**config.mk**
```make
export PLATFORM = sky130hd
export DESIGN_NAME = ex_mul_unit
export DESIGN_NICKNAME = d
export VERILOG_FILES = /design/src/rtl/ex_mul_unit.sv
export SDC_FILE = /design/constraint.sdc
export NUM_CORES = 1
export LEC_CHECK = 0
export ABC_AREA = 1
export CORE_ASPECT_RATIO = 1.5
export CORE_UTILIZATION = 65
export DETAILED_ROUTE_END_ITERATION = 7
export DONT_BUFFER_PORTS = 1
export PLACE_DENSITY_LB_ADDON = 0.3
export RECOVER_POWER = 100
export SLEW_MARGIN = 20
export SYNTH_ARGS = -nofsm -noshare
export SYNTH_HDL_FRONTEND = slang
export SYNTH_SLANG_ARGS = --single-unit
```
**constraint.sdc**
```tcl
create_clock -name clk -period 6.3 [get_ports clk]
set_clock_uncertainty 0.05 [all_clocks]
set_input_delay 0.945 -clock clk [delete_from_list [all_inputs] [get_ports clk]]
set_output_delay 0.945 -clock clk [all_outputs]
set_load 0.05 [all_outputs]
```
**src/rtl/ex_mul_unit.sv**
```systemverilog
// Iterative 32x32 -> 64 multiplier for the execute stage: one shift-add step per
// cycle, signed operands handled as magnitudes with the sign applied at the end.
module ex_mul_unit #(
  parameter int WIDTH = 32
) (
  input  logic             clk,
  input  logic             rst_n,
  input  logic             start,
  input  logic             is_signed,
  input  logic             set_cc,
  input  logic             flush,
  input  logic [WIDTH-1:0] op_a,
  input  logic [WIDTH-1:0] op_b,
  output logic             busy,
  output logic             done,
  output logic [WIDTH-1:0] prod_lo,
  output logic [WIDTH-1:0] prod_hi,
  output logic             icc_n,
  output logic             icc_z,
  output logic             cc_valid
);

  localparam int CNT_W = $clog2(WIDTH);
  localparam logic [CNT_W-1:0] LAST_STEP = CNT_W'(WIDTH - 1);

  typedef enum logic [1:0] {IDLE, RUN, DONE} state_t;

  state_t               state, state_nx;
  logic                 accept;
  logic                 last_step;
  logic [CNT_W-1:0]     cnt;
  logic [2*WIDTH-1:0]   acc, acc_nx, res;
  logic [2*WIDTH-1:0]   mcand;
  logic [WIDTH-1:0]     mplier;
  logic                 sign_lat;
  logic                 cc_lat;

  // Magnitude of a two's-complement value; 0x80000000 maps to itself, which is
  // the correct unsigned magnitude, so no extra bit is needed.
  function automatic logic [WIDTH-1:0] magnitude(input logic [WIDTH-1:0] v,
                                                 input logic sgn);
    if (sgn && v[WIDTH-1])
      return (~v) + WIDTH'(1);
    else
      return v;
  endfunction

  function automatic logic [2*WIDTH-1:0] apply_sign(input logic [2*WIDTH-1:0] v,
                                                    input logic neg);
    if (neg)
      return (~v) + (2*WIDTH)'(1);
    else
      return v;
  endfunction

  assign last_step = (cnt == LAST_STEP);
  assign acc_nx    = acc + (mplier[0] ? mcand : '0);
  assign res       = apply_sign(acc_nx, sign_lat);

  always_comb begin
    state_nx = state;
    accept   = 1'b0;
    case (state)
      IDLE: begin
        if (start && !flush) begin
          accept   = 1'b1;
          state_nx = RUN;
        end
      end
      RUN: begin
        if (flush)
          state_nx = IDLE;
        else if (last_step)
          state_nx = DONE;
      end
      DONE: begin
        if (start && !flush) begin
          accept   = 1'b1;
          state_nx = RUN;
        end else begin
          state_nx = IDLE;
        end
      end
      default: state_nx = IDLE;
    endcase
  end

  // Result registers only move on the final step, so flushes and ignored starts
  // leave the previous product visible.
  always_ff @(posedge clk or negedge rst_n) begin
    if (!rst_n) begin
      state    <= IDLE;
      cnt      <= '0;
      acc      <= '0;
      mcand    <= '0;
      mplier   <= '0;
      sign_lat <= 1'b0;
      cc_lat   <= 1'b0;
      prod_hi  <= '0;
      prod_lo  <= '0;
      icc_n    <= 1'b0;
      icc_z    <= 1'b0;
    end else begin
      state <= state_nx;
      if (accept) begin
        cc_lat   <= set_cc;
        sign_lat <= is_signed & (op_a[WIDTH-1] ^ op_b[WIDTH-1]);
        mcand    <= {{WIDTH{1'b0}}, magnitude(op_a, is_signed)};
        mplier   <= magnitude(op_b, is_signed);
        acc      <= '0;
        cnt      <= '0;
      end else if (state == RUN && !flush) begin
        acc    <= acc_nx;
        mcand  <= mcand << 1;
        mplier <= mplier >> 1;
        cnt    <= cnt + CNT_W'(1);
        if (last_step) begin
          prod_hi <= res[2*WIDTH-1:WIDTH];
          prod_lo <= res[WIDTH-1:0];
          if (cc_lat) begin
            icc_n <= res[WIDTH-1];
            icc_z <= (res[WIDTH-1:0] == '0);
          end
        end
      end
    end
  end

  assign busy     = (state == RUN);
  assign done     = (state == DONE);
  assign cc_valid = (state == DONE) && cc_lat;

endmodule

```
# Word-level counts from Yosys, hierarchy flattened
# Index checks and enable logic that the tools add are counted.
# word_totals
output_inout_bits	69
elab_cells	59
ram_bits	0
latch_bits	0
input_bits	70
register_bits	235
mem_bits_ro	0
n_memories	0
# classes
n_mux	19
n_mul	0
div_mod_pow	0
eq_ne	5
addsub	5
n_bitwise	6
order_cmp	0
reduce_logical	13
n_shift	0
# ops
cell	count
$mux 64	6
$mux 32	4
$add 32x1->32 const B	2
$add 64x1->64 const B	1
$add 64x64->64	1
$not 32->32	2
$not 64->64	1
$logic_not 32->1	1
$mux 5	2
$mux 2	3
$pmux 2 s3	1
$add 5x1->5 const B	1
$eq 5x5->1 const B	1
$logic_and 1x1->1	5
$reduce_and 4->1	1
$mux 1	3
$ne 3x2->1 const B	1
$reduce_and 3->1	1
$eq 2x1->1 const B	1
$eq 2x2->1 const B	1
$logic_not 2->1	1
$ne 2x2->1 const B	1
$reduce_and 2->1	1
$reduce_bool 2->1	1
other kinds (5)	5

# Depth between registers and ports, before layout
# depth
word_depth	6
depth_mapped	31
mapped_depth_nobuf	29

# Least setup slack after synthesis
# No wires, ideal clock.
# synth_path
path_type	flip-flop to flip-flop
from	reg mplier[0]
to	reg prod_hi[18]
stages_incl_launch_ff	26
period_less_slack_ns	3.656
arrival_ns	3.488
setup_time_ns	0.118
setup_slack_ns	2.644
path_buffers	2
t_required_ns	6.132
cell_sequence	dfrtp_1 clkbuf_1 clkbuf_1 nand2_1 inv_1 ha_1 inv_1 fa_1 ha_1 inv_1 a21oi_1 nand3_1 nor2_1 nand2_1 nor2_4 nand3_2 nor2_4 nand3_4 o21ai_2 nand2_2 nor2_4 nand2_1 nand2_1 nand2_1 nand2_1 nand2_1
# synth_between
elab_chain_cells	5
# synth_rtl
element	line_no	source
start, declared	34	logic [WIDTH-1:0] mplier;
start signal, assigned	109	mplier <= magnitude(op_b, is_signed);
start signal, assigned	115	mplier <= mplier >> 1;
$mux 64 *	57	assign acc_nx = acc + (mplier[0] ? mcand : '0);
$add 64x64->64 *	57	
$not 64->64	51	return (~v) + (2*WIDTH)'(1);
$add 64x1->64	51	
$mux 64 *	50	if (neg)
end signal, assigned	118	prod_hi <= res[2*WIDTH-1:WIDTH];
end, declared	17	output logic [WIDTH-1:0] prod_hi,
# Mark *: on every way between the ends. The rest lies on a longest branch, timed or not.
# A chain may end at the register's enable or synchronous reset.

# Final worst setup path
# layout_path
from	reg state[0]
to	reg icc_z
# layout_between
elab_chain_cells	5
word_cells_on_any_way	8
classes_between	eq/ne (2); mux (1); bitwise (1); reduce/logical (4)
# layout_rtl
element	line_no	source
start, declared	28	state_t state, state_nx;
start signal, assigned	104	state <= state_nx;
$eq 2x2->1 or $logic_not 2->1 (tied branches)	63	case (state)
$reduce_or 2->1 (no line)	n/a	
$mux 1	n/a	
$not 1->1 (no line)	n/a	
$reduce_and 4->1 (no line) *	n/a	
end signal, assigned	122	icc_z <= (res[WIDTH-1:0] == '0);
end, declared	19	output logic icc_z,
# Marked as above.

==> results.txt <==
clock net sink count -> 235
total wire length -> 64,100 um
Max VDD drop -> 0.000271 V
vias in the first global route -> 19,600
top post-synthesis cells by area -> dfrtp_1 (31%), nand2_1 (21%), inv_1 (9.4%), o21ai_0 (8.3%), nor2_1 (5.5%)
Async SR Flop Fraction -> 1.00
row cnt -> 76
Slew @ Worst Pin -> 2.88 ns
Post-synth EDFFs -> 0
# Post-CTS Setup Buffers -> 0
most frequent cells in the layout -> nand2_1 (1,086), inv_1 (479), o21ai_0 (322), nor2_1 (281), dfrtp_1 (233)
Setup CP Type -> register to register
PwrDens -> 347 nW/um2
area grow syn2layout -> 5.35%
max-slew violations -> 200
Root Driver -> clkbuf_16
CTS tree -> done
Initial Util -> 0.664
Hold-fix buffers, CTS -> 0
Crit. End Element -> register
diode count -> 0
multi-input logic area -> 11,100 um2
number of synthesized register bits -> 235
status -> complete, but fails checks
Post-Syn Area -> 19,100 um2
GRT met3 Usage -> 0.0698
layout cell share with drive strength beyond 1 -> 0.0413
routed via count -> 20,600
RD Place Congestion -> 1.14
Total Routing Usage GR -> 0.428
fin crit share -> 0.853
first-pass GRT wire length -> 101,000 um
largest net degree at the start of global routing -> 236
Power Total -> 7000 uW
Synth Net Count -> 3,268
starting DRC count in detailed routing -> 1,970
Tightest Hold Check Type -> input pin to async pin
Synth Instances -> 3,129
drt via density -> 5.90
Final Hold Viols -> 0
final setup fails -> 0
max incr delay on CP -> 1.36 ns
Synth warnings -> 0
global route overflow -> 0
Die Wd -> 142 um
post-DP HPWL -> 49,200 um
main flop type after synthesis -> dfrtp_1
Fin Setup TNS -> 0 ns
drt drc -> 0
Arr. time, crit path -> 5.81 ns
depth of the CTS H-tree -> 1
first-pass iteration count of the detailed router -> 8
library cells used by synthesis -> 50
WP data required -> 6.73 ns
RSZ-0062 raised after global routing -> no
storage element area -> 5880 um2
LEAKAGE -> 0.0110 uW
max-cap violations -> 4
critical path cell sequence -> inv_1 -> nor3_1 -> clkbuf_1 -> nand2_1 -> nor2_1 -> nand3_1 -> nor2_1 -> nand3_1 -> nor2_1 -> nand3_1 -> nor2_1 -> nand3_1 -> nor2_1 -> nand3_1 -> nor2_1 -> nand3_1 -> nand2_1
Die Y -> 212 um
Most Used Layer, Global Route -> met2
Clock Tree Buf Depth -> 3
Port Buffer Count -> 0
Synth area leader -> dfrtp_1
violated checks -> max-capacitance violations, max-slew violations
CTS resizes -> 0
clock-pin slew on the worst setup and hold paths -> 0.06 ns
commonest non-fill, non-tap cell in the layout -> nand2_1
Fmax -> 186 MHz
Max FO, Critical Path -> 34
Worst-Skew Late Latency -> 0.56 ns
Die Area -> 30,100 um2
io pins -> 139
fin crit period -> 5.37 ns
Fillers -> 2,531
# nets final -> 3,220
global routing usage on met1 -> 0.515
Startpoint Class -> register
post-synthesis sequential area ratio -> 0.307
top-area cell type share of the netlist area -> 0.307
M2 GR Usage -> 0.706
Final ANT Viol Nets -> 0
initial antenna violation count -> 0
Syn Area/Cell -> 6.12 um2
CP max-delay cell -> nand2_1
Rel. slew slack -> -0.922
Core Region -> 28,800 um2
Inserted Clock Buffers -> 24
WL per Instance -> 18.4 um
per-stage QoR:
step	instances	setup WS [ns]	hold WS, ns	util	instance area, um2
2_1_floorplan	3129	2.64	0.394	-	19100
3_3_place_gp	3445	1.84	0.409	0.673	19400
3_5_place_dp	3445	1.90	0.423	0.673	19400
4_1_cts	3489	1.88	0.0345	0.700	20200
5_1_grt	3489	0.690	0.0329	0.700	20200
6_report	3489	0.928	0.0431	0.700	20200
layout make-up:
class / instances / area share
clock buffer: 36 / 0.0351
clock inverter: 8 / 0.00360
inverter: 490 / 0.0913
multi-input combinational: 2320 / 0.551
sequential: 235 / 0.292
tap: 390 / 0.0242
timing repair buffer: 10 / 0.00317
path summary, 6_finish.rpt:
check	startpoint	end	slack [ns]	cells after the start
setup / recovery	state[0]	icc_z	0.93	17
hold / removal	rst_n	prod_lo[21]	0.04	0
setup reg to reg	state[0]	icc_z	0.93	17
hold reg to reg	mplier[14]	mplier[14]	0.44	2
max in group asynchronous	rst_n	mplier[0]	5.37	0
min in group clk	mplier[14]	mplier[14]	0.44	2
worst max-delay path, delay by kind of cell, from the launching register on:
kind	cells	cell delay (ns)
and+or+nand+nor	15	3.88
buffers and inverters	2	0.96
DFF	1	0.41
synth_stat cells, types with 2 or more instances:
library cell,n
or2_2,3
nand3_1,196
clkbuf_1,75
o211ai_1,2
nor4_1,7
o22ai_1,2
a21boi_0,3
nand3_2,10
o221ai_1,10
o21ai_0,319
nor3_1,23
nand3_4,2
nor2_1,282
o21bai_1,3
nand2_4,4
a21oi_1,95
nand2_2,30
and2_1,3
nand2_1,1087
o31ai_1,18
xnor2_1,22
a22oi_1,2
o21ai_2,2
xor2_1,36
o21ai_1,6
nand3b_1,15
o2111ai_1,2
nor2_4,6
inv_1,480
o41ai_1,2
buf_1,7
nor2_2,11
ha_1,68
a31oi_1,9
nand4_1,30
a22o_1,2
inv_2,8
dfrtp_1,235
flip-flops by register name, indices dropped and copies added, names as in the netlist:
name      count
acc          64
mcand        64
mplier       32
prod_hi      32
prod_lo      32
cnt           5
state         2
cc_lat        1
icc_n         1
icc_z         1
sign_lat      1
report_power, final:
group	total (uW)	switching, uW	leakage (uW)	internal, uW
Clock	1460	641	0.000388	819
Combinational	3590	2560	0.00746	1030
Sequential	1950	206	0.00312	1750
Total	7000	3410	0.0110	3590
logic make-up after synthesis:
| logic type | synth area share |
|---|---|
| XOR/XNOR | 0.0265 |
| buffers and inverters | 0.113 |
| AND/OR/NAND/NOR | 0.373 |
| adder cells (fa/ha/maj) | 0.0455 |
| flip-flops | 0.307 |
| AO/OA/AOI/OAI | 0.135 |
metal layers:
metal  wire [um]  up-vias
met4        4490        0
met1       24300     9475
met2       29900     1115
met5           0        -
met3        5320      245
li1            -     9747
Note: power is estimated with default switching activity, not from simulation.
